## src/rtl/ultrasonic_echo_emulator.sv

```systemverilog
// HC-SR04 responder emulator: qualifies a trig pulse, waits a burst delay, then
// drives echo high for a time proportional to the latched distance.
module ultrasonic_echo_emulator #(
    parameter int unsigned clk_frequency  = 27_000_000,
    parameter int unsigned distance_width = 16,
    parameter int unsigned trig_min_us    = 10,
    parameter int unsigned burst_delay_us = 200,
    parameter int unsigned us_per_unit    = 58,
    parameter int unsigned timeout_us     = 38000,
    parameter int unsigned holdoff_us     = 1000
) (
    input  logic                      clk,
    input  logic                      rst_n,
    input  logic                      trig,
    input  logic                      enable,
    input  logic [distance_width-1:0] distance,
    output logic                      echo,
    output logic                      busy,
    output logic                      trig_reject,
    output logic [7:0]                ping_count
);

    localparam int unsigned DW           = distance_width;
    localparam int unsigned CPU          = clk_frequency / 1_000_000;
    localparam int unsigned TRIG_MIN_CYC = trig_min_us * CPU;
    localparam int unsigned BURST_CYC    = burst_delay_us * CPU;
    localparam int unsigned UNIT_CYC     = us_per_unit * CPU;
    localparam int unsigned TIMEOUT_CYC  = timeout_us * CPU;
    localparam int unsigned HOLD_CYC     = holdoff_us * CPU;

    // One shared counter serves every timed state, so size it for the largest terminal.
    localparam int unsigned MAX_A   = (TRIG_MIN_CYC > BURST_CYC) ? TRIG_MIN_CYC : BURST_CYC;
    localparam int unsigned MAX_B   = (UNIT_CYC > TIMEOUT_CYC) ? UNIT_CYC : TIMEOUT_CYC;
    localparam int unsigned MAX_C   = (MAX_A > MAX_B) ? MAX_A : MAX_B;
    localparam int unsigned CNT_MAX = (MAX_C > HOLD_CYC) ? MAX_C : HOLD_CYC;
    localparam int unsigned CNT_W   = $clog2(CNT_MAX + 1);

    localparam logic [CNT_W-1:0] TRIG_SAT_C    = CNT_W'(TRIG_MIN_CYC);
    localparam logic [CNT_W-1:0] TRIG_ACCEPT_C = CNT_W'(TRIG_MIN_CYC - 1);
    localparam logic [CNT_W-1:0] BURST_C       = CNT_W'(BURST_CYC);
    localparam logic [CNT_W-1:0] UNIT_LAST_C   = CNT_W'(UNIT_CYC - 1);
    localparam logic [CNT_W-1:0] TIMEOUT_LAST_C = CNT_W'(TIMEOUT_CYC - 1);
    localparam logic [CNT_W-1:0] HOLD_LAST_C   = CNT_W'(HOLD_CYC - 1);

    typedef enum logic [2:0] {
        IDLE      = 3'd0,
        TRIG_HIGH = 3'd1,
        DELAY     = 3'd2,
        ECHO      = 3'd3,
        HOLDOFF   = 3'd4
    } state_t;

    state_t           state_q, state_d;
    logic             sync1_q, sync2_q, ts_prev_q;
    logic [CNT_W-1:0] cnt_q, cnt_d;
    logic [DW-1:0]    dist_cnt_q, dist_cnt_d;
    logic [DW-1:0]    dist_lat_q, dist_lat_d;
    logic             oor_q, oor_d;
    logic             echo_q, echo_d;
    logic             busy_q, busy_d;
    logic             reject_q, reject_d;
    logic [7:0]       ping_q, ping_d;

    logic             ts_rise_c, ts_fall_c;
    logic [CNT_W-1:0] unit_last_c;
    logic             dist_last_c;

    assign ts_rise_c   = sync2_q & ~ts_prev_q;
    assign ts_fall_c   = ~sync2_q & ts_prev_q;
    // Out-of-range pings run one long "unit" of timeout length.
    assign unit_last_c = oor_q ? TIMEOUT_LAST_C : UNIT_LAST_C;
    assign dist_last_c = oor_q | (dist_cnt_q == (dist_lat_q - DW'(1)));

    always_ff @(posedge clk or negedge rst_n) begin
        if (!rst_n) begin
            sync1_q    <= 1'b0;
            sync2_q    <= 1'b0;
            ts_prev_q  <= 1'b0;
            state_q    <= IDLE;
            cnt_q      <= '0;
            dist_cnt_q <= '0;
            dist_lat_q <= '0;
            oor_q      <= 1'b0;
            echo_q     <= 1'b0;
            busy_q     <= 1'b0;
            reject_q   <= 1'b0;
            ping_q     <= '0;
        end else begin
            sync1_q    <= trig;
            sync2_q    <= sync1_q;
            ts_prev_q  <= sync2_q;
            state_q    <= state_d;
            cnt_q      <= cnt_d;
            dist_cnt_q <= dist_cnt_d;
            dist_lat_q <= dist_lat_d;
            oor_q      <= oor_d;
            echo_q     <= echo_d;
            busy_q     <= busy_d;
            reject_q   <= reject_d;
            ping_q     <= ping_d;
        end
    end

    always_comb begin
        state_d    = state_q;
        cnt_d      = cnt_q;
        dist_cnt_d = dist_cnt_q;
        dist_lat_d = dist_lat_q;
        oor_d      = oor_q;
        echo_d     = 1'b0;
        reject_d   = 1'b0;
        ping_d     = ping_q;

        case (state_q)
            IDLE: begin
                if (enable && ts_rise_c) begin
                    state_d = TRIG_HIGH;
                    cnt_d   = '0;
                end
            end
            TRIG_HIGH: begin
                // The rise cycle itself is not counted, so accept at one less.
                if (ts_fall_c) begin
                    if (cnt_q >= TRIG_ACCEPT_C) begin
                        state_d    = DELAY;
                        cnt_d      = '0;
                        dist_lat_d = distance;
                        oor_d      = (distance == '0);
                    end else begin
                        state_d  = IDLE;
                        reject_d = 1'b1;
                    end
                end else if (cnt_q != TRIG_SAT_C) begin
                    cnt_d = cnt_q + CNT_W'(1);
                end
            end
            DELAY: begin
                if (cnt_q == BURST_C) begin
                    state_d    = ECHO;
                    echo_d     = 1'b1;
                    cnt_d      = '0;
                    dist_cnt_d = '0;
                end else begin
                    cnt_d = cnt_q + CNT_W'(1);
                end
            end
            ECHO: begin
                echo_d = 1'b1;
                if (cnt_q == unit_last_c) begin
                    cnt_d = '0;
                    if (dist_last_c) begin
                        echo_d  = 1'b0;
                        ping_d  = ping_q + 8'd1;
                        state_d = HOLDOFF;
                    end else begin
                        dist_cnt_d = dist_cnt_q + DW'(1);
                    end
                end else begin
                    cnt_d = cnt_q + CNT_W'(1);
                end
            end
            HOLDOFF: begin
                if (cnt_q == HOLD_LAST_C) begin
                    state_d = IDLE;
                end else begin
                    cnt_d = cnt_q + CNT_W'(1);
                end
            end
            default: state_d = IDLE;
        endcase

        // Disable aborts any ping in progress without counting it.
        if (!enable) begin
            state_d  = IDLE;
            echo_d   = 1'b0;
            reject_d = 1'b0;
            ping_d   = ping_q;
        end

        busy_d = (state_d != IDLE);
    end

    assign echo        = echo_q;
    assign busy        = busy_q;
    assign trig_reject = reject_q;
    assign ping_count  = ping_q;

endmodule

```

## config.mk

```make
export PLATFORM = sky130hd
export DESIGN_NAME = ultrasonic_echo_emulator
export DESIGN_NICKNAME = d
export VERILOG_FILES = /design/src/rtl/ultrasonic_echo_emulator.sv
export SDC_FILE = /design/constraint.sdc
export NUM_CORES = 1
export LEC_CHECK = 0
export BUFFER_PORTS_ARGS = -buffer_cell sky130_fd_sc_hd__buf_2
export CORE_MARGIN = 2
export CORE_UTILIZATION = 50
export CTS_CLUSTER_SIZE = 12
export DETAILED_ROUTE_END_ITERATION = 16
export PLACE_DENSITY_LB_ADDON = 0.3
export SLEW_MARGIN = 20
export SYNTH_ARGS = -nofsm -noshare
export SYNTH_HDL_FRONTEND = slang
export SYNTH_SLANG_ARGS = --single-unit
```

## constraint.sdc

```tcl
create_clock -name clk -period 3.7 [get_ports clk]
set_input_delay 0 -clock clk [delete_from_list [all_inputs] [get_ports clk]]
set_output_delay 0 -clock clk [all_outputs]
set_load 0.01 [all_outputs]
```

==> out/qor.csv, run 1 <==
stage,metric,value,unit
global_routing,first_global_vias,3893,
floorplan,io_pins,31,
hold_path,hp-class,primary input to asynchronous set/reset pin,
route,met3_length,511,um
route,drc,0,
global_routing,grt_pass1_wl,18400,um
finish,fin_util,0.583,
synthesis,syn_area,4420,um2
finish,antenna_cells,0,
clock_tree,clkTransAtPathRegs,0.08,ns
floorplan,placementRows,34,
timing,hold_viol_final,0,
clock_tree,cts_htree_levels,3,
route,vias,3905,
clock_tree,clock-sinks,70,
finish,fin_area,5030,um2
timing,fmax,0.307,GHz
worst_setup_path,cp.arrival,3.50,ns
synthesis,yosys-top-cells-area,"dfrtp_1 40%, mux2_2 4.3%, o21ai_0 4.1%, xnor2_1 3.6%, nand2_1 3.3%",
route,wl,10700,um
clock_tree,cts_setup_buffers,0,
floorplan,fp.dieW,98.1,um
clock_tree,numCtsBuffers,9,
worst_setup_path,required,3.94,ns
run,max_cap_viol_count,0,
outcome,run_status,completed,
global_routing,grt_use_total,0.232,
floorplan,die_area,9620,um2
place,hpwl,7520,um
synthesis,synth_top_area_share,0.396,
synthesis,synth.net_count,513,
synthesis,synth_area_leader_cell,dfrtp_1,
route,drt_iter0_markers,175,
worst_setup_path,cp_max_fo,15,
worst_setup_path,cp-start-kind,flip-flop,
synthesis,seq_area_frac_synth,0.396,
timing,finalCritPeriodShare,0.880,
global_routing,grt-ovfl-total,0,
worst_setup_path,critPathKind,flip-flop to flip-flop,
route,dr.pass1.iters,4,
finish,final_common_cell,dfrtp_1,
timing,fin_ws,0.445,ns
clock_tree,cts_max_path_buffers,2,
finish,syn_to_final_growth,13.7,%
timing,period_needed,3.26,ns
synthesis,async_reset_ff_frac,1.00,
route,via_per_inst,6.12,
power,leakagePower,2.16,nW
timing,hold_ws,0.163,ns
timing,worstMarginPinSlew,0.848,ns
finish,final_cell_mix,"70 x dfrtp_1, 39 x nand2_1, 36 x o21ai_0",
finish,nNetsFinal,553,
synthesis,ys.flop_type,dfrtp_1,
route,wl_met1,4730,um
global_routing,antenna_found_initial,0,
timing,slew_viol_final,0,
floorplan,die_h,98.1,um
route,wl_met2,5280,um
timing,rsz0062_at_grt,no,
clock_tree,cts_tree,yes,
floorplan,initial_core_util,0.512,
timing,finalClockSkew,0.00548,ns
finish,fin_cells,638,
route,antenna_left,0,
place,dp.cells,603,
power,power_density,297,nW/um2
clock_tree,cts-root-buf,clkbuf_8,
power,max-vdd-ir-drop,0.000156,V
synthesis,synthDistinctLibCells,60,
power,total_power,1.49,mW
synthesis,yosys_warnings,0,
route,drt-wirelength-per-cell,16.8,um
synthesis,synth_cells,485,
finish,layout-drive-gt1-share,0.151,
synthesis,avgSynthCellArea,9.12,um2
worst_setup_path,end_kind,flip-flop,
place,place_congestion,0.904,
floorplan,core_region_area,8640,um2
place,dp_slack,0.491,ns
timing,setup_viol,0,
route,highest_layer,met4,
global_routing,grt_max_degree,44,
timing,setup_tns,0,ns
clock_tree,clkLatencyLatePin,0.35,ns
timing,relSlewSlack,0.435,
synthesis,yosys_register_bits,70,
place,port-buffer-count,30,
place,dpl_cell_area,4640,um2
synthesis,synth-edff-count,0,
-- worst max-delay path, stage by stage (launching register included) --
cell      delay (ns)
dfrtp_1         0.43
inv_1           0.09
ha_1            0.25
or3b_4          0.43
or4_1           0.48
a32o_1          0.22
a22oi_2         0.19
a41oi_2         0.38
nand3b_1        0.35
mux2_2          0.31
-- timing repair --
| item | CTS | global route |
|---|---|---|
| endpoints found under the setup margin | 0 | 0 |
| hold buffers | 19 | 0 |
| hold endpoints to repair | 63 | 0 |
| resized for setup | 0 | 0 |
-- cells by family after synthesis --
logic type | Yosys count | synth area share
compound gates | 102 | 0.151
xor+xnor | 31 | 0.0614
fa+ha+maj | 8 | 0.0226
buf+inv | 40 | 0.0368
flops | 70 | 0.396
mux | 22 | 0.0546
simple gates | 212 | 0.278
-- cell usage after synthesis (4+ instances only) --
master    count
a21o_1        4
a21oi_1      26
a22o_1        5
and3_1        6
and4b_1       4
buf_2         4
clkbuf_1     19
dfrtp_1      70
ha_1          8
inv_1        15
mux2_2       17
mux2i_1       5
nand2_1      39
nand2b_1      5
nand3_1      23
nand4_1      13
nor2_1       30
nor3_1        9
nor4_1       20
o211ai_1      4
o21ai_0      36
o31ai_1       5
or3_1        13
or4_1        16
xnor2_1      18
xor2_1       13
-- layer usage --
| metal | global-route usage | vias to the layer above |
|---|---|---|
| met5 | 0 | - |
| met4 | 0.0812 | 0 |
| met3 | 0.0494 | 18 |
| met2 | 0.389 | 99 |
| met1 | 0.297 | 1900 |
| li1 | - | 1888 |
-- sequential cells by signal, indices dropped and copies added (netlist names) --
signal       count
cnt_q           20
dist_cnt_q      16
dist_lat_q      16
ping_count       8
state_q          3
busy             1
echo             1
oor_q            1
sync1_q          1
sync2_q          1
trig_reject      1
ts_prev_q        1
-- layout make-up --
class | count | area (um2)
Sequential cell | 70 | 1750
Inverter | 15 | 56.3
Clock inverter | 6 | 70.1
Fill cell | 791 | 3600
Clock buffer | 10 | 128
Timing Repair Buffer | 54 | 380
Multi-Input combinational cell | 375 | 2510
Tap cell | 108 | 135
-- path summary, 6_finish.rpt --
path	from	end	slack (ns)	cells past startpoint
min in group clk	trig	sync1_q$_DFF_PN0_	0.29	2
hold / removal	rst_n	dist_cnt_q[12]$_DFFE_PN0P_	0.16	2
setup / recovery	dist_lat_q[0]$_DFFE_PN0P_	ping_count[1]$_DFFE_PN0P_	0.44	9
max in group asynchronous	rst_n	cnt_q[16]$_DFFE_PN0P_	2.75	3
setup reg to reg	dist_lat_q[0]$_DFFE_PN0P_	ping_count[1]$_DFFE_PN0P_	0.44	9
hold reg to reg	sync1_q$_DFF_PN0_	sync2_q$_DFF_PN0_	0.37	0
-- report_power, final --
part	switching, mW	internal [mW]	leakage (nW)	total, mW
clock	0.324	0.316	0.0895	0.640
combinational	0.0452	0.0347	1.12	0.0799
sequential	0.00547	0.768	0.947	0.774
No activity file was read; power rests on OpenSTA's default activity.
==> run 2, diff against run 1 <==
- GPL_TIMING_DRIVEN: not set -> 0
==> out/qor.csv, run 2 (synthesized netlist as in run 1, its figures left out) <==
stage,metric,value,unit,change
outcome,run_status,completed,,unchanged
timing,slew_viol_final,0,,unchanged
clock_tree,numCtsBuffers,9,,unchanged
finish,largest_registers,"cnt_q x20, dist_cnt_q x16, dist_lat_q x16",,unchanged
timing,setup_viol,0,,unchanged
clock_tree,clkLatencyLatePin,0.35,ns,about the same
finish,antenna_cells,0,,unchanged
timing,fin_ws,0.405,ns,was 0.445 ns
timing,finalClockSkew,0.00849,ns,was 0.00548 ns
timing,relSlewSlack,0.593,,was 0.435
place,dpl_cell_area,4730,um2,was 4640 um2
power,max-vdd-ir-drop,0.000171,V,was 0.000156 V
timing,period_needed,3.30,ns,was 3.26 ns
global_routing,grt_max_degree,40,,was 44
worst_setup_path,cp_max_fo,10,,was 15
place,hpwl,7790,um,was 7520 um
place,port-buffer-count,30,,unchanged
power,comb_power_share,0.055,,was 0.053
worst_setup_path,cp.arrival,3.57,ns,was 3.50 ns
power,leakagePower,2.19,nW,was 2.16 nW
finish,largest_reg_flops,20,,unchanged
clock_tree,cts_htree_levels,3,,unchanged
worst_setup_path,r2r_slack,0.40,ns,was 0.44 ns
global_routing,first_global_vias,3845,,"was 3,893"
route,drc,0,,unchanged
place,place_congestion,0.882,,was 0.904
worst_setup_path,startpoint,cnt_q[1]$_DFFE_PN0P_,,was dist_lat_q[0]$_DFFE_PN0P_
finish,fin_cells,657,,was 638
power,switchingPower,0.358,mW,was 0.375 mW
clock_tree,clkTransAtPathRegs,0.08,ns,about the same
route,via_per_inst,6.02,,was 6.12
finish,syn_to_final_growth,15.8,%,was 13.7%
clock_tree,clock-sinks,70,,unchanged
power,power_density,300,nW/um2,was 297 nW/um2
route,vias,3953,,"was 3,905"
finish,regMostFlops,cnt_q,,unchanged
timing,setup_tns,0,ns,unchanged
finish,fin_area,5120,um2,was 5030 um2
finish,final_common_cell,dfrtp_1,,unchanged
route,drt-wirelength-per-cell,16.4,um,was 16.8 um
worst_setup_path,r2r_end,cnt_q[4]$_DFFE_PN0P_,,was ping_count[1]$_DFFE_PN0P_
finish,fill_cells,752,,was 791
route,antenna_left,0,,unchanged
worst_setup_path,cp-endpoint,cnt_q[4]$_DFFE_PN0P_,,was ping_count[1]$_DFFE_PN0P_
global_routing,grt_pass1_wl,18100,um,"was 18,400 um"
timing,fmax,0.303,GHz,was 0.307 GHz
floorplan,placementRows,34,,unchanged
power,seqPwrFrac,0.503,,was 0.518
global_routing,antenna_found_initial,0,,unchanged
power,clockPowerShare,0.442,,was 0.429
global_routing,grt-ovfl-total,0,,unchanged
floorplan,io_pins,31,,unchanged
clock_tree,cts_max_path_buffers,2,,unchanged
finish,layout-drive-gt1-share,0.148,,was 0.151
clock_tree,cts-root-buf,clkbuf_8,,unchanged
finish,multi_input_area,2510,um2,unchanged
finish,register_area,1750,um2,unchanged
place,dp_slack,0.447,ns,was 0.491 ns
floorplan,die_area,9620,um2,unchanged
route,wl,10800,um,"was 10,700 um"
worst_setup_path,required,3.97,ns,was 3.94 ns
run,max_cap_viol_count,0,,unchanged
route,drt_iter0_markers,248,,was 175
worst_setup_path,cp-start-kind,flip-flop,,unchanged
floorplan,initial_core_util,0.512,,unchanged
floorplan,core_region_area,8640,um2,unchanged
timing,worstMarginPinSlew,0.595,ns,was 0.848 ns
route,dr.pass1.iters,4,,unchanged
timing,finalCritPeriodShare,0.891,,was 0.880
worst_setup_path,critPathKind,flip-flop to flip-flop,,unchanged
power,internal-power,1.18,mW,was 1.12 mW
power,switching_share,0.233,,was 0.251
finish,final_cell_mix,"70 x dfrtp_1, 39 x nand2_1, 36 x o21ai_0",,unchanged
floorplan,die_h,98.1,um,unchanged
timing,hold_viol_final,0,,unchanged
worst_setup_path,r2r_cells,10,,was 9
place,dp.cells,624,,was 603
floorplan,fp.dieW,98.1,um,unchanged
timing,rsz0062_at_grt,no,,unchanged
hold_path,hp-class,primary input to asynchronous set/reset pin,,unchanged
finish,nNetsFinal,573,,was 553
worst_setup_path,end_kind,flip-flop,,unchanged
clock_tree,cts_tree,yes,,unchanged
worst_setup_path,rr_startpoint,cnt_q[1]$_DFFE_PN0P_,,was dist_lat_q[0]$_DFFE_PN0P_
global_routing,grt_use_total,0.231,,was 0.232
-- run 2: cell types whose count changed in the layout (fill, tap and decap cells not counted) --
cell and delta:
buf_4 -5, bufinv_16 +1, dlygate4sd3_1 -1, buf_2 +4, clkbuf_1 +18, buf_12 +1
clkinv_2 +1, buf_1 +1, inv_6 -2, buf_6 +1
-- run 2: metrics by stage --
| step | hold WS [ns] | utilization | power, mW |
|---|---|---|---|
| after floorplan | -0.296 | - | 0.816 |
| after global placement | 0.110 | 0.545 | 0.853 |
| after detailed placement | -0.0316 | 0.548 | 0.857 |
| after CTS | 0.105 | 0.593 | 1.55 |
| after global routing | 0.107 | 0.593 | 1.60 |
| final | 0.113 | 0.593 | 1.54 |
-- run 2: how the worst min path moves through the flow --
stage / cells after the start / to
global route: 4 / ping_count[2]$_DFFE_PN0P_
global placement: 1 / sync1_q$_DFF_PN0_
CTS: 4 / ping_count[4]$_DFFE_PN0P_
floorplan: 0 / busy$_DFF_PN0_
detailed placement: 1 / dist_cnt_q[8]$_DFFE_PN0P_
finish: 2 / dist_cnt_q[8]$_DFFE_PN0P_
-- run 2: layer usage --
layer / up-vias / global-route usage / share of wire
met4: 0 / 0.0929 / 0.022
met3: 21 / 0.0344 / 0.034
met2: 95 / 0.394 / 0.50
li1: 1925 / - / -
met5: - / 0 / 0
met1: 1912 / 0.297 / 0.45
-- run 2: final cells by class --
class                      instances  area share
tap                              108      0.0264
sequential                        70       0.342
clock inverter                     6      0.0171
buffer                            25      0.0208
clock buffer                       9      0.0242
multi-input combinational        375       0.490
timing repair buffer              49      0.0689
inverter                          15      0.0110
-- run 2: worst max-delay path, cell delays in order (launching register included) --
cell,delay (ns)
dfrtp_1,0.51
inv_1,0.13
ha_1,0.19
nand2b_1,0.14
a2111o_1,0.43
a2111oi_0,0.60
a2111o_1,0.34
buf_2,0.27
clkbuf_1,0.36
o21ai_0,0.15
o21ai_0,0.09
-- run 2: power groups by stage --
stage          Clock (mW)  Sequential [mW]  Combinational, mW
3_3_place_gp            0            0.788             0.0657
5_1_grt             0.731            0.773             0.0950
4_1_cts             0.696            0.773             0.0843
6_report            0.680            0.773             0.0837
2_1_floorplan           0            0.788             0.0280
3_5_place_dp            0            0.788             0.0693
-- run 2: repair_timing --
item,in CTS,in global routing
buffers inserted,0,0
hold endpoints to repair,88,0
resized for setup,0,0
setup endpoints to repair,0,0
hold buffers,18,0
